--- src/rtl/seq_lock_fsm.sv ---
// Button-sequence lock: edge-detected presses are compared live against `code`.
// Repeated failures lead to a timed lockout.
module seq_lock_fsm #(
    parameter int NB          = 3,
    parameter int LEN         = 4,
    parameter int TIMEOUT     = 16,
    parameter int OPEN_CYCLES = 8,
    parameter int MAX_FAIL    = 3,
    parameter int LOCK_CYCLES = 32
) (
    input  logic                              clk,
    input  logic                              rst,
    input  logic [NB:1]                       b,
    input  logic [LEN*NB-1:0]                 code,
    output logic                              outp,
    output logic                              locked,
    output logic [$clog2(MAX_FAIL+1)-1:0]     fail_cnt,
    output logic [2:0]                        state_o
);

    localparam int IW   = $clog2(LEN);
    localparam int TW   = $clog2(TIMEOUT);
    localparam int FW   = $clog2(MAX_FAIL + 1);
    localparam int CMAX = (OPEN_CYCLES > LOCK_CYCLES) ? OPEN_CYCLES : LOCK_CYCLES;
    localparam int CW   = $clog2(CMAX + 1);

    typedef enum logic [2:0] {
        IDLE    = 3'd0,
        ENTRY   = 3'd1,
        OPEN    = 3'd2,
        FAIL    = 3'd3,
        LOCKOUT = 3'd4
    } state_t;

    state_t        state_q, state_d;
    logic [IW-1:0] idx_q, idx_d;
    logic          err_q, err_d;
    logic [TW-1:0] timer_q, timer_d;
    logic [FW-1:0] fail_q, fail_d;
    logic [CW-1:0] cnt_q, cnt_d;
    logic [NB:1]   b_q;
    logic          run_q;

    logic          press;
    logic [NB-1:0] elem;
    logic          mism;

    // run_q masks the first clock after reset so a button already held is not a press.
    assign press = run_q && (b != '0) && (b_q == '0);

    // idx_q is zero whenever the FSM is in IDLE, so this also selects element 0 there.
    always_comb begin
        elem = '0;
        for (int k = 0; k < LEN; k++) begin
            if (idx_q == IW'(k)) elem = code[k*NB +: NB];
        end
    end

    assign mism = (b != elem) || (elem == '0);

    always_ff @(posedge clk or posedge rst) begin
        if (rst) begin
            state_q <= IDLE;
            idx_q   <= '0;
            err_q   <= 1'b0;
            timer_q <= '0;
            fail_q  <= '0;
            cnt_q   <= '0;
            b_q     <= '0;
            run_q   <= 1'b0;
        end else begin
            state_q <= state_d;
            idx_q   <= idx_d;
            err_q   <= err_d;
            timer_q <= timer_d;
            fail_q  <= fail_d;
            cnt_q   <= cnt_d;
            b_q     <= b;
            run_q   <= 1'b1;
        end
    end

    always_comb begin
        state_d = state_q;
        idx_d   = idx_q;
        err_d   = err_q;
        timer_d = timer_q;
        fail_d  = fail_q;
        cnt_d   = cnt_q;
        case (state_q)
            IDLE: begin
                if (press) begin
                    state_d = ENTRY;
                    idx_d   = IW'(1);
                    err_d   = mism;
                    timer_d = '0;
                end
            end
            ENTRY: begin
                if (press) begin
                    timer_d = '0;
                    if (idx_q != IW'(LEN - 1)) begin
                        err_d = err_q | mism;
                        idx_d = idx_q + IW'(1);
                    end else begin
                        idx_d = '0;
                        if (!err_q && !mism) begin
                            state_d = OPEN;
                            cnt_d   = CW'(OPEN_CYCLES - 1);
                            fail_d  = '0;
                        end else begin
                            state_d = FAIL;
                        end
                    end
                end else if (timer_q == TW'(TIMEOUT - 1)) begin
                    state_d = FAIL;
                    idx_d   = '0;
                    timer_d = '0;
                end else begin
                    timer_d = timer_q + TW'(1);
                end
            end
            OPEN: begin
                if (cnt_q == '0) state_d = IDLE;
                else             cnt_d   = cnt_q - CW'(1);
            end
            FAIL: begin
                if (fail_q == FW'(MAX_FAIL - 1)) begin
                    state_d = LOCKOUT;
                    fail_d  = FW'(MAX_FAIL);
                    cnt_d   = CW'(LOCK_CYCLES - 1);
                end else begin
                    state_d = IDLE;
                    fail_d  = fail_q + FW'(1);
                end
            end
            LOCKOUT: begin
                if (cnt_q == '0) begin
                    state_d = IDLE;
                    fail_d  = '0;
                end else begin
                    cnt_d = cnt_q - CW'(1);
                end
            end
            default: state_d = IDLE;
        endcase
    end

    assign outp     = (state_q == OPEN);
    assign locked   = (state_q == LOCKOUT);
    assign fail_cnt = fail_q;
    assign state_o  = state_q;

endmodule

--- config.mk ---
export PLATFORM = sky130hd
export DESIGN_NAME = seq_lock_fsm
export DESIGN_NICKNAME = d
export VERILOG_FILES = /design/src/rtl/seq_lock_fsm.sv
export SDC_FILE = /design/constraint.sdc
export NUM_CORES = 1
export LEC_CHECK = 0
export BUFFER_PORTS_ARGS = -buffer_cell sky130_fd_sc_hd__buf_2
export CORE_ASPECT_RATIO = 1.4
export CORE_MARGIN = 4
export CORE_UTILIZATION = 30
export DETAILED_ROUTE_END_ITERATION = 16
export PLACE_DENSITY = 0.51
export REMOVE_ABC_BUFFERS = 1
export SETUP_SLACK_MARGIN = 0.5
export SYNTH_ARGS = -nofsm -noshare
export SYNTH_HDL_FRONTEND = slang
export SYNTH_SLANG_ARGS = --single-unit
--- constraint.sdc ---
create_clock -name clk -period 3.5 [get_ports clk]
set_clock_uncertainty 0.1 [all_clocks]
set_input_delay 0.7 -clock clk [delete_from_list [all_inputs] [get_ports clk]]
set_output_delay 0.7 -clock clk [all_outputs]
set_load 0.005 [all_outputs]
Word level (Yosys, flattened, before mapping)
Index checks and enable logic that the tools add are counted.
{"block": "word_totals", "reg_bits": 22, "wordCells": 94, "out_inout_bits": 7, "inputBits": 17}
{"block": "classes", "bitwise_logic": 1, "muxes": 37, "n_addsub": 4, "n_eq_ne": 22, "reduce_logical": 22}
{"operator": "2-to-1 mux 3 bit", "count": 10}
{"operator": "2-to-1 mux 6 bit", "count": 5}
{"operator": "2-to-1 mux 2 bit", "count": 9}
{"operator": "one-hot mux 6 bit (3 select lines)", "count": 1}
{"operator": "inequality test 2 bit, second input constant", "count": 8}
{"operator": "2-to-1 mux 4 bit", "count": 3}
{"operator": "one-hot mux 3 bit (4 select lines)", "count": 1}
{"operator": "logical NOT 3 bit", "count": 3}
{"operator": "nonzero test 3 bit", "count": 3}
{"operator": "one-hot mux 4 bit (2 select lines)", "count": 1}
{"operator": "AND reduction 4 bit", "count": 2}
{"operator": "equality test 2 bit, second input constant", "count": 3}
{"operator": "equality test 3 x 2 -> 1 bit, second input constant", "count": 2}
{"operator": "logical NOT 6 bit", "count": 1}
{"operator": "inequality test 3 bit, second input constant", "count": 2}
{"operator": "one-hot mux 2 bit (3 select lines)", "count": 1}
{"operator": "AND reduction 6 bit", "count": 1}
{"operator": "subtractor 6 x 1 -> 6 bit, second input constant", "count": 1}
{"operator": "AND reduction 5 bit", "count": 1}
{"operator": "adder 2 x 1 -> 2 bit, second input constant", "count": 2}
{"operator": "adder 4 x 1 -> 4 bit, second input constant", "count": 1}
{"operator": "equality test 4 bit, second input constant", "count": 1}
{"operator": "2-to-1 mux 1 bit", "count": 4}
{"operator": "inequality test 2 x 1 -> 1 bit, second input constant", "count": 2}
{"operator": "other kinds (15)", "count": 18}

Logic depth before layout (Yosys ltp)
Gate-level depths: netlist (run 1).
{"block": "depth", "ltp_word": 13, "depth_mapped": 8, "ltp_nobuf": 8}

Worst setup path after synthesis (run 1)
No wires, ideal clock.
{"block": "synth_timing", "path_kind": "input to register", "startpoint": "input b[3] (netlist bit)", "endpoint": "register cnt_q[1]", "slack_ns": 1.206, "t_arrival_ns": 2.068, "path_stages": 5, "cell_sequence": "o31ai_1 -> nor2_1 -> and4b_4 -> o21bai_4 -> mux2_4"}
{"block": "synth_between", "elab_chain_len": 6}
{"item": "from (decl)", "line_no": "13", "rtl": "input logic [NB:1] b,"}
{"item": "inequality test 3 bit", "line_no": "59", "rtl": "assign mism = (b != elem) || (elem == '0);"}
{"item": "logical OR 1 bit", "line_no": "59"}
{"item": "logical NOT 1 bit", "line_no": "107", "rtl": "if (!err_q && !mism) begin"}
{"item": "logical AND 1 bit", "line_no": "107"}
{"item": "inequality test 2 bit (no line)"}
{"item": "AND reduction 6 bit (no line) (*)"}
{"item": "to (signal assigned)", "line_no": "77", "rtl": "cnt_q <= cnt_d;"}
{"item": "to (decl)", "line_no": "40", "rtl": "logic [CW-1:0] cnt_q, cnt_d;"}
Every way passes the cells marked *; elsewhere a longest branch is shown, timed or not.
A chain may end at the register's enable or synchronous reset.

Final worst setup path (run 1)
{"block": "layout_timing", "startpoint": "register state_q[0], in the netlist state_o[0]", "endpoint": "register state_q[0], in the netlist state_o[0]"}
{"block": "layout_between", "elab_chain_len": 4}
{"item": "from (decl)", "line_no": "35", "rtl": "state_t state_q, state_d;"}
{"item": "from (signal assigned)", "line_no": "72", "rtl": "state_q <= state_d;"}
{"item": "equality test 3 x 2 -> 1 bit / equality test 3 bit (equally long branches)", "line_no": "90", "rtl": "case (state_q)"}
{"item": "OR reduction 2 bit (no line)"}
{"item": "inequality test 2 x 1 -> 1 bit (no line)"}
{"item": "AND reduction 4 bit (no line)"}
Parallel ways exist; a longest one is shown, timed or not.

==> results.sh, run 1 <==
export IMPL_status="finished, final reports clean"
export IMPL_crit_slowest_cell="dfrtp_1"
export IMPL_die_w_um=66.2
export IMPL_vias=1239
export IMPL_stdcell_count=234
export IMPL_cts_max_level=1
export IMPL_core_rowCount=29
export IMPL_fillCellCount=483
export IMPL_syn_to_final_growth_pct=15.1
export IMPL_dp_cells=231
export IMPL_n_antenna_cell=0
export IMPL_yosysTopAreaCellShare=0.387
export IMPL_numCtsBuffers=3
export IMPL_ys_seq_elements=22
export IMPL_grt_pass1_wl_mm=5.50
export IMPL_fp_coreArea_um2=4570
export IMPL_synthMuxAreaShare=0.0334
export IMPL_drc_errors=0
export IMPL_post_route_period_util=0.706
export IMPL_final_common_cell="buf_2"
export IMPL_required_ps=3550
export IMPL_hold_start="fail_cnt[0]"
export IMPL_critPathKind="register to register"
export IMPL_path_cells="and2b_1 -> nor2b_1 -> nand3_1 -> nand3_1 -> mux2_2"
export IMPL_worst_hold_slack_ps=420
export IMPL_most_common_layout_cells="23 x buf_2, 22 x dfrtp_1, 13 x nand2_1"
export IMPL_yosysSeqAreaShare=0.387
export IMPL_io_pins=24
export IMPL_path_common_cell="nand3_1"
export IMPL_critPathMaxStageDelay_ps=580
export IMPL_fin_crit_ps=2470
export IMPL_drive_above_1_share=0.215
export IMPL_p_leak_nw=0.714
export IMPL_synth_xor_area_frac=0.0185
export IMPL_layout_setup_ws_ps=1030
export IMPL_finalNetCount=198
export IMPL_clockBufferDepth=2
export IMPL_ir_drop_mv=0.286
export IMPL_synth_edf_count=0
export IMPL_cts_tree="yes"
export IMPL_synth_cell_type_count=42
export IMPL_initial_core_util=0.311
export IMPL_synth_fa_ha_area_frac=0.0616
export IMPL_first_iter_violations=31
export IMPL_cp_num_buf_inv=0
export IMPL_holdBufCountCts=0
export IMPL_syn_area_um2=1420
export IMPL_drv_slew=0
export IMPL_tightest_slew_ps=846
export IMPL_fmax_mhz=405
export IMPL_setup_viol=0
export IMPL_pre_cts_ws_ps=1000
export IMPL_routabilityCongestion=0.769
export IMPL_relSlewSlack=0.435
export IMPL_synth_compound_area_frac=0.252
export IMPL_crit_path_start_kind="register"
export IMPL_post_cts_resized=0
export IMPL_crit_start="state_o[0]"
export IMPL_synthSimpleGateAreaFrac=0.201
export IMPL_ys_flop_type="dfrtp_1"
export IMPL_grt_max_degree=23
export IMPL_dp_hpwl_mm=2.60
export IMPL_vias_per_cell=5.29
export IMPL_power_density_nw_per_um2=737
export IMPL_path_max_fanout=12
export IMPL_gr_total_overflow=0
export IMPL_post_synth_cell_area_avg_um2=9.55
export IMPL_routed_wl_mm=3.34
export IMPL_grt_usage=0.119
export IMPL_first_global_vias=1223
export IMPL_cts_sinks=22
export IMPL_final_antenna_net_count=0
export IMPL_fin_util=0.358
export IMPL_max_cap_violations=0
export IMPL_dr_pass1_iters=4
export IMPL_clkTransAtPathRegs_ps=80
export IMPL_cp_end_kind="register"
export IMPL_hp_class="register to register"
export IMPL_die_h_um=89.5
export IMPL_portBuffers=23
export IMPL_tns_ps=0
export IMPL_rsz0062_at_grt="false"
export IMPL_r2r_start="state_o[0]"
export IMPL_cts_root_buf="clkbuf_8"
export IMPL_hold_viol_final=0
export IMPL_synth_largest_area_cell="dfrtp_1"
export IMPL_yosysWarningCount=0
export IMPL_ys_async_sr_fraction=1.00
export IMPL_antenna_found_initial=0
export IMPL_wire_per_inst_um=14.3
export IMPL_synth_top_cells_by_area="dfrtp_1 39%, ha_1 6.2%, o21ai_0 3.9%, nand2_1 3.4%, a211oi_1 3.2%"
export IMPL_synthCells=149
export IMPL_crit_family="simple AND/OR/NAND/NOR gates"
export IMPL_critical_path_arrival_ps=2520
export IMPL_synth_top_family_by_area="compound AO/OA/AOI/OAI gates"
export IMPL_clkLatencyLatePin_ps=260
export IMPL_die_area_um2=5920
export IMPL_post_cts_buffers=0
## worst reg2reg max path, delay by kind of cell (launching register included)
family           cells  cell delay, ps
multiplexers         1             350
AND/OR/NAND/NOR      4            1330
flip-flops           1             580
## synth_stat cells, types with 3 or more instances
| cell | number |
|---|---|
| inv_1 | 10 |
| nor3b_1 | 5 |
| xnor2_1 | 3 |
| ha_1 | 7 |
| buf_2 | 3 |
| nand2_1 | 13 |
| a21oi_1 | 4 |
| nand3b_1 | 3 |
| a21boi_0 | 3 |
| dfrtp_1 | 22 |
| nor2b_1 | 5 |
| nand3_1 | 6 |
| nor2_1 | 7 |
| a31oi_1 | 4 |
| nor3_1 | 5 |
| a211oi_1 | 6 |
| o21ai_0 | 11 |
## flip-flops by register name, indices dropped and copies added (netlist names)
name and cells:
cnt_q 6, timer_q 4, b_q 3, state_o 3, fail_cnt 2, idx_q 2, err_q 1, run_q 1
## through the flow
step,power (mW),cell area [um^2]
3_3_place_gp,1.04,1600
5_1_grt,1.32,1640
3_5_place_dp,1.06,1600
6_report,1.21,1640
2_1_floorplan,0.887,1400
4_1_cts,1.22,1640
## final cells by class
cell class                 count  area [um^2]  area share
timing repair buffer          24          123      0.0749
multi-input combinational    113          808       0.494
sequential                    22          551       0.336
tap                           62         77.6      0.0474
inverter                      10         37.5      0.0229
clock buffer                   3         41.3      0.0252
## per-layer routing
metal,GRT usage,part of all wire,up-vias
met2,0.209,0.50,45
met4,0.0628,0.020,0
met5,0,0,-
met1,0.136,0.41,594
li1,-,-,594
met3,0.0214,0.064,6
## power breakdown
part / switching, mW / leakage (nW) / internal, mW
Combinational: 0.320 / 0.437 / 0.278
Sequential: 0.111 / 0.256 / 0.345
Clock: 0.0767 / 0.0216 / 0.0766
Total: 0.508 / 0.714 / 0.699
## worst paths after layout
path / endpoint / slack (ps) / depth (start not counted)
max reg2reg: state_o[0] / 1030 / 5
min: fail_cnt[0] / 420 / 1
min in group asynchronous: b_q[3] / 500 / 2
max in group asynchronous: idx_q[1] / 2270 / 2
max: state_o[0] / 1030 / 5
min reg2reg: fail_cnt[0] / 420 / 1
## cells by family (layout without fill, tap and decap cells)
logic type	Yosys count	count (layout)
XOR/XNOR	3	3
buffers and inverters	14	37
flip-flops	22	22
multiplexers	4	4
AO/OA/AOI/OAI	47	47
AND/OR/NAND/NOR	51	51
adder cells (fa/ha/maj)	7	7
other	1	1
Power figures use the tool's default switching activity.
==> run 2, diff against run 1 <==
--- a/config.mk
+++ b/config.mk
@@ -10,7 +10,7 @@
 export CORE_MARGIN = 4
 export CORE_UTILIZATION = 30
 export DETAILED_ROUTE_END_ITERATION = 16
-export PLACE_DENSITY = 0.51
+export PLACE_DENSITY = 0.53
 export REMOVE_ABC_BUFFERS = 1
 export SETUP_SLACK_MARGIN = 0.5
 export SYNTH_ARGS = -nofsm -noshare
==> constraint.sdc (replaced) <==
create_clock -name clk -period 2.1 [get_ports clk]
set_clock_uncertainty 0.1 [all_clocks]
set_input_delay 0.42 -clock clk [delete_from_list [all_inputs] [get_ports clk]]
set_output_delay 0.42 -clock clk [all_outputs]
set_load 0.005 [all_outputs]
==> results.sh, run 2 (same netlist as run 1, synthesis figures left out) <==
export IMPL_vias=1429
export IMPL_postLayoutCellArea_um2=2300
export IMPL_crit_start="idx_q[1]"
export IMPL_dr_pass1_iters=4
export IMPL_core_rowCount=29
export IMPL_path_max_fanout=6
export IMPL_top_register="cnt_q"
export IMPL_max_cap_violations=0
export IMPL_setup_viol=9
export IMPL_fp_coreArea_um2=4570
export IMPL_grt_pass1_wl_mm=7.22
export IMPL_gr_total_overflow=0
export IMPL_initial_core_util=0.311
export IMPL_power_density_nw_per_um2=1300
export IMPL_r2r_end="cnt_q[1]"
export IMPL_required_ps=2160
export IMPL_routed_wl_mm=4.22
export IMPL_r2r_start="idx_q[1]"
export IMPL_post_route_period_util=1.06
export IMPL_antenna_found_initial=0
export IMPL_die_area_um2=5920
export IMPL_placed_area_um2=1750
export IMPL_final_common_cell="buf_4"
export IMPL_fin_util=0.502
export IMPL_io_pins=24
export IMPL_first_global_vias=1571
export IMPL_grt_usage=0.155
export IMPL_dp_hpwl_mm=2.87
export IMPL_drive_above_1_share=0.540
export IMPL_final_antenna_net_count=0
export IMPL_rsz0062_at_grt="true"
export IMPL_largest_reg_flops=6
export IMPL_finalNetCount=240
export IMPL_cp_endpoint="cnt_q[1]"
export IMPL_numCtsBuffers=3
export IMPL_cts_root_buf="clkbuf_8"
export IMPL_cts_tree="yes"
export IMPL_die_h_um=89.5
export IMPL_cts_sinks=22
export IMPL_layout_setup_ws_ps=-124
export IMPL_ir_drop_mv=0.610
export IMPL_wire_per_inst_um=15.2
export IMPL_fin_crit_ps=2220
export IMPL_critical_path_arrival_ps=2280
export IMPL_reg2reg_slack_ps=-120
export IMPL_vias_per_cell=5.16
export IMPL_drc_errors=0
export IMPL_clkTransAtPathRegs_ps=80
export IMPL_critPathKind="register to register"
export IMPL_drv_slew=0
export IMPL_cp_end_kind="register"
export IMPL_portBuffers=23
export IMPL_clkLatencyLatePin_ps=260
export IMPL_status="finished with violations"
export IMPL_first_iter_violations=57
export IMPL_rr_worst_depth=8
export IMPL_most_common_layout_cells="28 x buf_4, 21 x buf_2, 18 x dfrtp_1"
export IMPL_grt_max_degree=19
export IMPL_violations="setup timing"
export IMPL_cts_max_level=1
export IMPL_hold_viol_final=0
export IMPL_top_regs="cnt_q x6, timer_q x4"
export IMPL_p_leak_nw=1.01
export IMPL_hold_depth=1
export IMPL_hp_class="primary input to register"
export IMPL_die_w_um=66.2
export IMPL_fmax_mhz=450
export IMPL_syn_to_final_growth_pct=61.5
export IMPL_clockBufferDepth=2
export IMPL_routabilityCongestion=0.857
export IMPL_crit_path_start_kind="register"
export IMPL_n_antenna_cell=0
## run 2: cell types whose count changed in the layout (fill, tap and decap cells not counted), moves of 4 or more
cell and delta:
o21ai_0 -6, dfrtp_2 +4, ha_4 +4, ha_1 -4, buf_6 +16, o21ai_2 +5, dfrtp_1 -4, buf_4 +27
## run 2: where the power goes
part / internal (mW) / leakage (nW) / switching, mW / total, mW
Clock: 0.255 / 0.0357 / 0.143 / 0.398
Sequential: 0.580 / 0.250 / 0.169 / 0.749
Combinational: 0.970 / 0.720 / 0.862 / 1.83
Total: 1.80 / 1.01 / 1.17 / 2.98
## run 2: metal layers
layer | up-vias | GRT usage | share of wire
met1 | 702 | 0.166 | 0.37
met4 | 0 | 0.0555 | 0.019
met5 | - | 0 | 0
li1 | 679 | - | -
met3 | 8 | 0.0189 | 0.042
met2 | 40 | 0.305 | 0.57
## run 2: area by class of cell
cell class	instances	area, um^2
Tap cell	62	77.6
Multi-Input combinational cell	113	1040
Fill cell	418	2270
Clock inverter	1	30.0
Clock buffer	3	41.3
Inverter	10	42.5
Sequential cell	22	556
Timing Repair Buffer	66	505
## run 2: worst min path at each step
stage          from  slack (ps)     end
3_5_place_dp    rst         210  b_q[3]
6_report       b[3]         230  b_q[3]
5_1_grt        b[1]         220  b_q[1]
4_1_cts        b[3]         220  b_q[3]
3_3_place_gp    rst         200  b_q[2]
2_1_floorplan   rst         310  b_q[1]
## run 2: timing repair
action	CTS	global route
resized for setup	52	25
hold buffers	1	0
pin swaps	17	9
cloned	0	0
endpoints found under the hold margin	4	0
setup endpoints to repair	19	20
buffers inserted	9	12
## run 2: through the flow
stage	hold WS (ps)	std cells	worst slack [ps]	TNS, ps	power (mW)
2_1_floorplan	309	145	-134	-159	1.48
3_3_place_gp	205	251	-141	-876	1.93
3_5_place_dp	214	251	-207	-1540	1.98
4_1_cts	221	265	-139	-813	2.70
5_1_grt	218	277	-226	-1560	3.20
6_report	229	277	-124	-453	2.98
## run 2: critical path, cell delays in order (launching register included)
cell and delay, ps:
dfrtp_2 440, inv_4 70, ha_4 180, nand3b_1 170, a211oi_2 210, mux2i_1 250, and4b_4 260, o21bai_4 140
mux2_4 310
==> run 3, diff against run 2 <==
--- a/config.mk
+++ b/config.mk
@@ -10,7 +10,7 @@
 export CORE_MARGIN = 4
 export CORE_UTILIZATION = 30
 export DETAILED_ROUTE_END_ITERATION = 16
-export PLACE_DENSITY = 0.53
+export PLACE_DENSITY = 0.51
 export REMOVE_ABC_BUFFERS = 1
 export SETUP_SLACK_MARGIN = 0.5
 export SYNTH_ARGS = -nofsm -noshare
==> constraint.sdc (replaced) <==
create_clock -name clk -period 2.75 [get_ports clk]
set_clock_uncertainty 0.1 [all_clocks]
set_input_delay 0.55 -clock clk [delete_from_list [all_inputs] [get_ports clk]]
set_output_delay 0.55 -clock clk [all_outputs]
set_load 0.005 [all_outputs]
==> results.sh, run 3 (same netlist as run 1, synthesis figures left out) <==
export IMPL_status="finished, final reports clean"
export IMPL_clock_power_share=0.142
export IMPL_drv_slew=0
export IMPL_portBuffers=23
export IMPL_fin_util=0.387
export IMPL_numCtsBuffers=3
export IMPL_initial_core_util=0.311
export IMPL_top_regs="cnt_q x6, timer_q x4"
export IMPL_fin_crit_ps=2300
export IMPL_path_max_fanout=6
export IMPL_most_common_layout_cells="23 x buf_2, 20 x dfrtp_1, 13 x nand2_1"
export IMPL_dr_pass1_iters=4
export IMPL_power_frac_comb=0.516
export IMPL_die_area_um2=5920
export IMPL_tightest_slew_ps=878
export IMPL_stdcell_count=241
export IMPL_path_common_cell="buf_4"
export IMPL_clkTransAtPathRegs_ps=80
export IMPL_max_cap_violations=0
export IMPL_worst_hold_slack_ps=349
export IMPL_path_cells="buf_4 -> ha_4 -> a211oi_1 -> a221oi_2 -> xnor2_1 -> and4b_4 -> o21bai_4 -> buf_4 -> o21ai_0"
export IMPL_largest_reg_flops=6
export IMPL_vias_per_cell=5.20
export IMPL_cts_sinks=22
export IMPL_rsz0062_at_grt="true"
export IMPL_antenna_found_initial=0
export IMPL_critPathKind="register to register"
export IMPL_grt_pass1_wl_mm=5.82
export IMPL_gr_total_overflow=0
export IMPL_cts_root_buf="clkbuf_8"
export IMPL_critPathMaxStageDelay_ps=440
export IMPL_fmax_mhz=435
export IMPL_cts_max_level=1
export IMPL_drc_errors=0
export IMPL_hp_class="primary input to asynchronous set/reset pin"
export IMPL_cp_end_kind="register"
export IMPL_setup_viol=0
export IMPL_power_density_nw_per_um2=950
export IMPL_drive_above_1_share=0.313
export IMPL_p_leak_nw=0.752
export IMPL_rr_worst_depth=9
export IMPL_tns_ps=0
export IMPL_grt_usage=0.126
export IMPL_final_common_cell="buf_2"
export IMPL_n_antenna_cell=0
export IMPL_syn_to_final_growth_pct=24.4
export IMPL_switchingPower_uw=694
export IMPL_die_h_um=89.5
export IMPL_wire_per_inst_um=14.0
export IMPL_vias=1254
export IMPL_crit_path_start_kind="register"
export IMPL_core_rowCount=29
export IMPL_top_register="cnt_q"
export IMPL_ir_drop_mv=0.302
export IMPL_routed_wl_mm=3.36
export IMPL_dp_cells=232
export IMPL_clockBufferDepth=2
export IMPL_first_global_vias=1273
export IMPL_netSwitchingFraction=0.413
export IMPL_power_mw=1.68
export IMPL_final_antenna_net_count=0
export IMPL_die_w_um=66.2
export IMPL_hold_viol_final=0
export IMPL_critical_path_arrival_ps=2380
export IMPL_finalNetCount=204
export IMPL_internal_power_uw=987
export IMPL_fp_coreArea_um2=4570
export IMPL_first_iter_violations=38
export IMPL_p_seq_frac=0.342
export IMPL_clkLatencyLatePin_ps=270
export IMPL_relSlewSlack=0.414
export IMPL_routabilityCongestion=0.795
export IMPL_io_pins=24
export IMPL_crit_slowest_cell="dfrtp_2"
export IMPL_dp_hpwl_mm=2.58
export IMPL_cts_tree="yes"
export IMPL_post_route_period_util=0.836
export IMPL_grt_max_degree=23
export IMPL_reg2reg_slack_ps=450
export IMPL_fillCellCount=504
export IMPL_required_ps=2830
[run 3: worst max-delay path, delay by kind of cell (launching register included)]
kind / cells / cell delay (ps)
AO/OA/AOI/OAI: 4 / 700
flip-flops: 1 / 440
buffers and inverters: 2 / 300
AND/OR/NAND/NOR: 1 / 300
XOR/XNOR: 1 / 190
adder cells (fa/ha/maj): 1 / 160
[run 3: worst paths after layout]
check	start	end
min in group clk	b[3]	b_q[3]
worst max register to register	idx_q[1]	cnt_q[5]
worst min register to register	timer_q[2]	timer_q[2]
worst max-delay path	idx_q[1]	cnt_q[5]
max in group asynchronous	rst	idx_q[0]
worst min-delay path	rst	cnt_q[4]
[run 3: power groups by stage]
| stage | clock, mW | combinational [mW] | sequential [mW] |
|---|---|---|---|
| floorplan | 0 | 0.581 | 0.548 |
| global placement | 0 | 0.780 | 0.555 |
| detailed placement | 0 | 0.797 | 0.562 |
| CTS | 0.246 | 0.833 | 0.558 |
| global route | 0.260 | 0.979 | 0.596 |
| finish | 0.239 | 0.868 | 0.574 |
[run 3: metrics by stage]
stage / setup slack, ps / cell area [um^2]
after global placement: 390 / 1600
final: 450 / 1770
after CTS: 443 / 1700
after global routing: 369 / 1770
after floorplan: 516 / 1400
after detailed placement: 308 / 1600
[run 3: area by class of cell]
type                       instances  area (um^2)  area share
timing repair buffer              30          168      0.0948
clock buffer                       4         55.1      0.0311
tap                               62         77.6      0.0438
inverter                          10         40.0      0.0226
multi-input combinational        113          876       0.495
sequential                        22          553       0.313
[run 3: what timing repair did]
item | in CTS | in global routing
setup buffers | 2 | 3
hold endpoints to repair | 0 | 0
hold buffers | 0 | 0
pin swaps | 1 | 1
gates resized for setup | 8 | 9
endpoints found under the setup margin | 9 | 11
[run 3: metal layers]
layer | up-vias | share of wire | track usage
li1 | 606 | - | -
met1 | 607 | 0.39 | 0.139
met2 | 32 | 0.54 | 0.231
met3 | 9 | 0.050 | 0.0226
met4 | 0 | 0.023 | 0.0591
met5 | - | 0 | 0
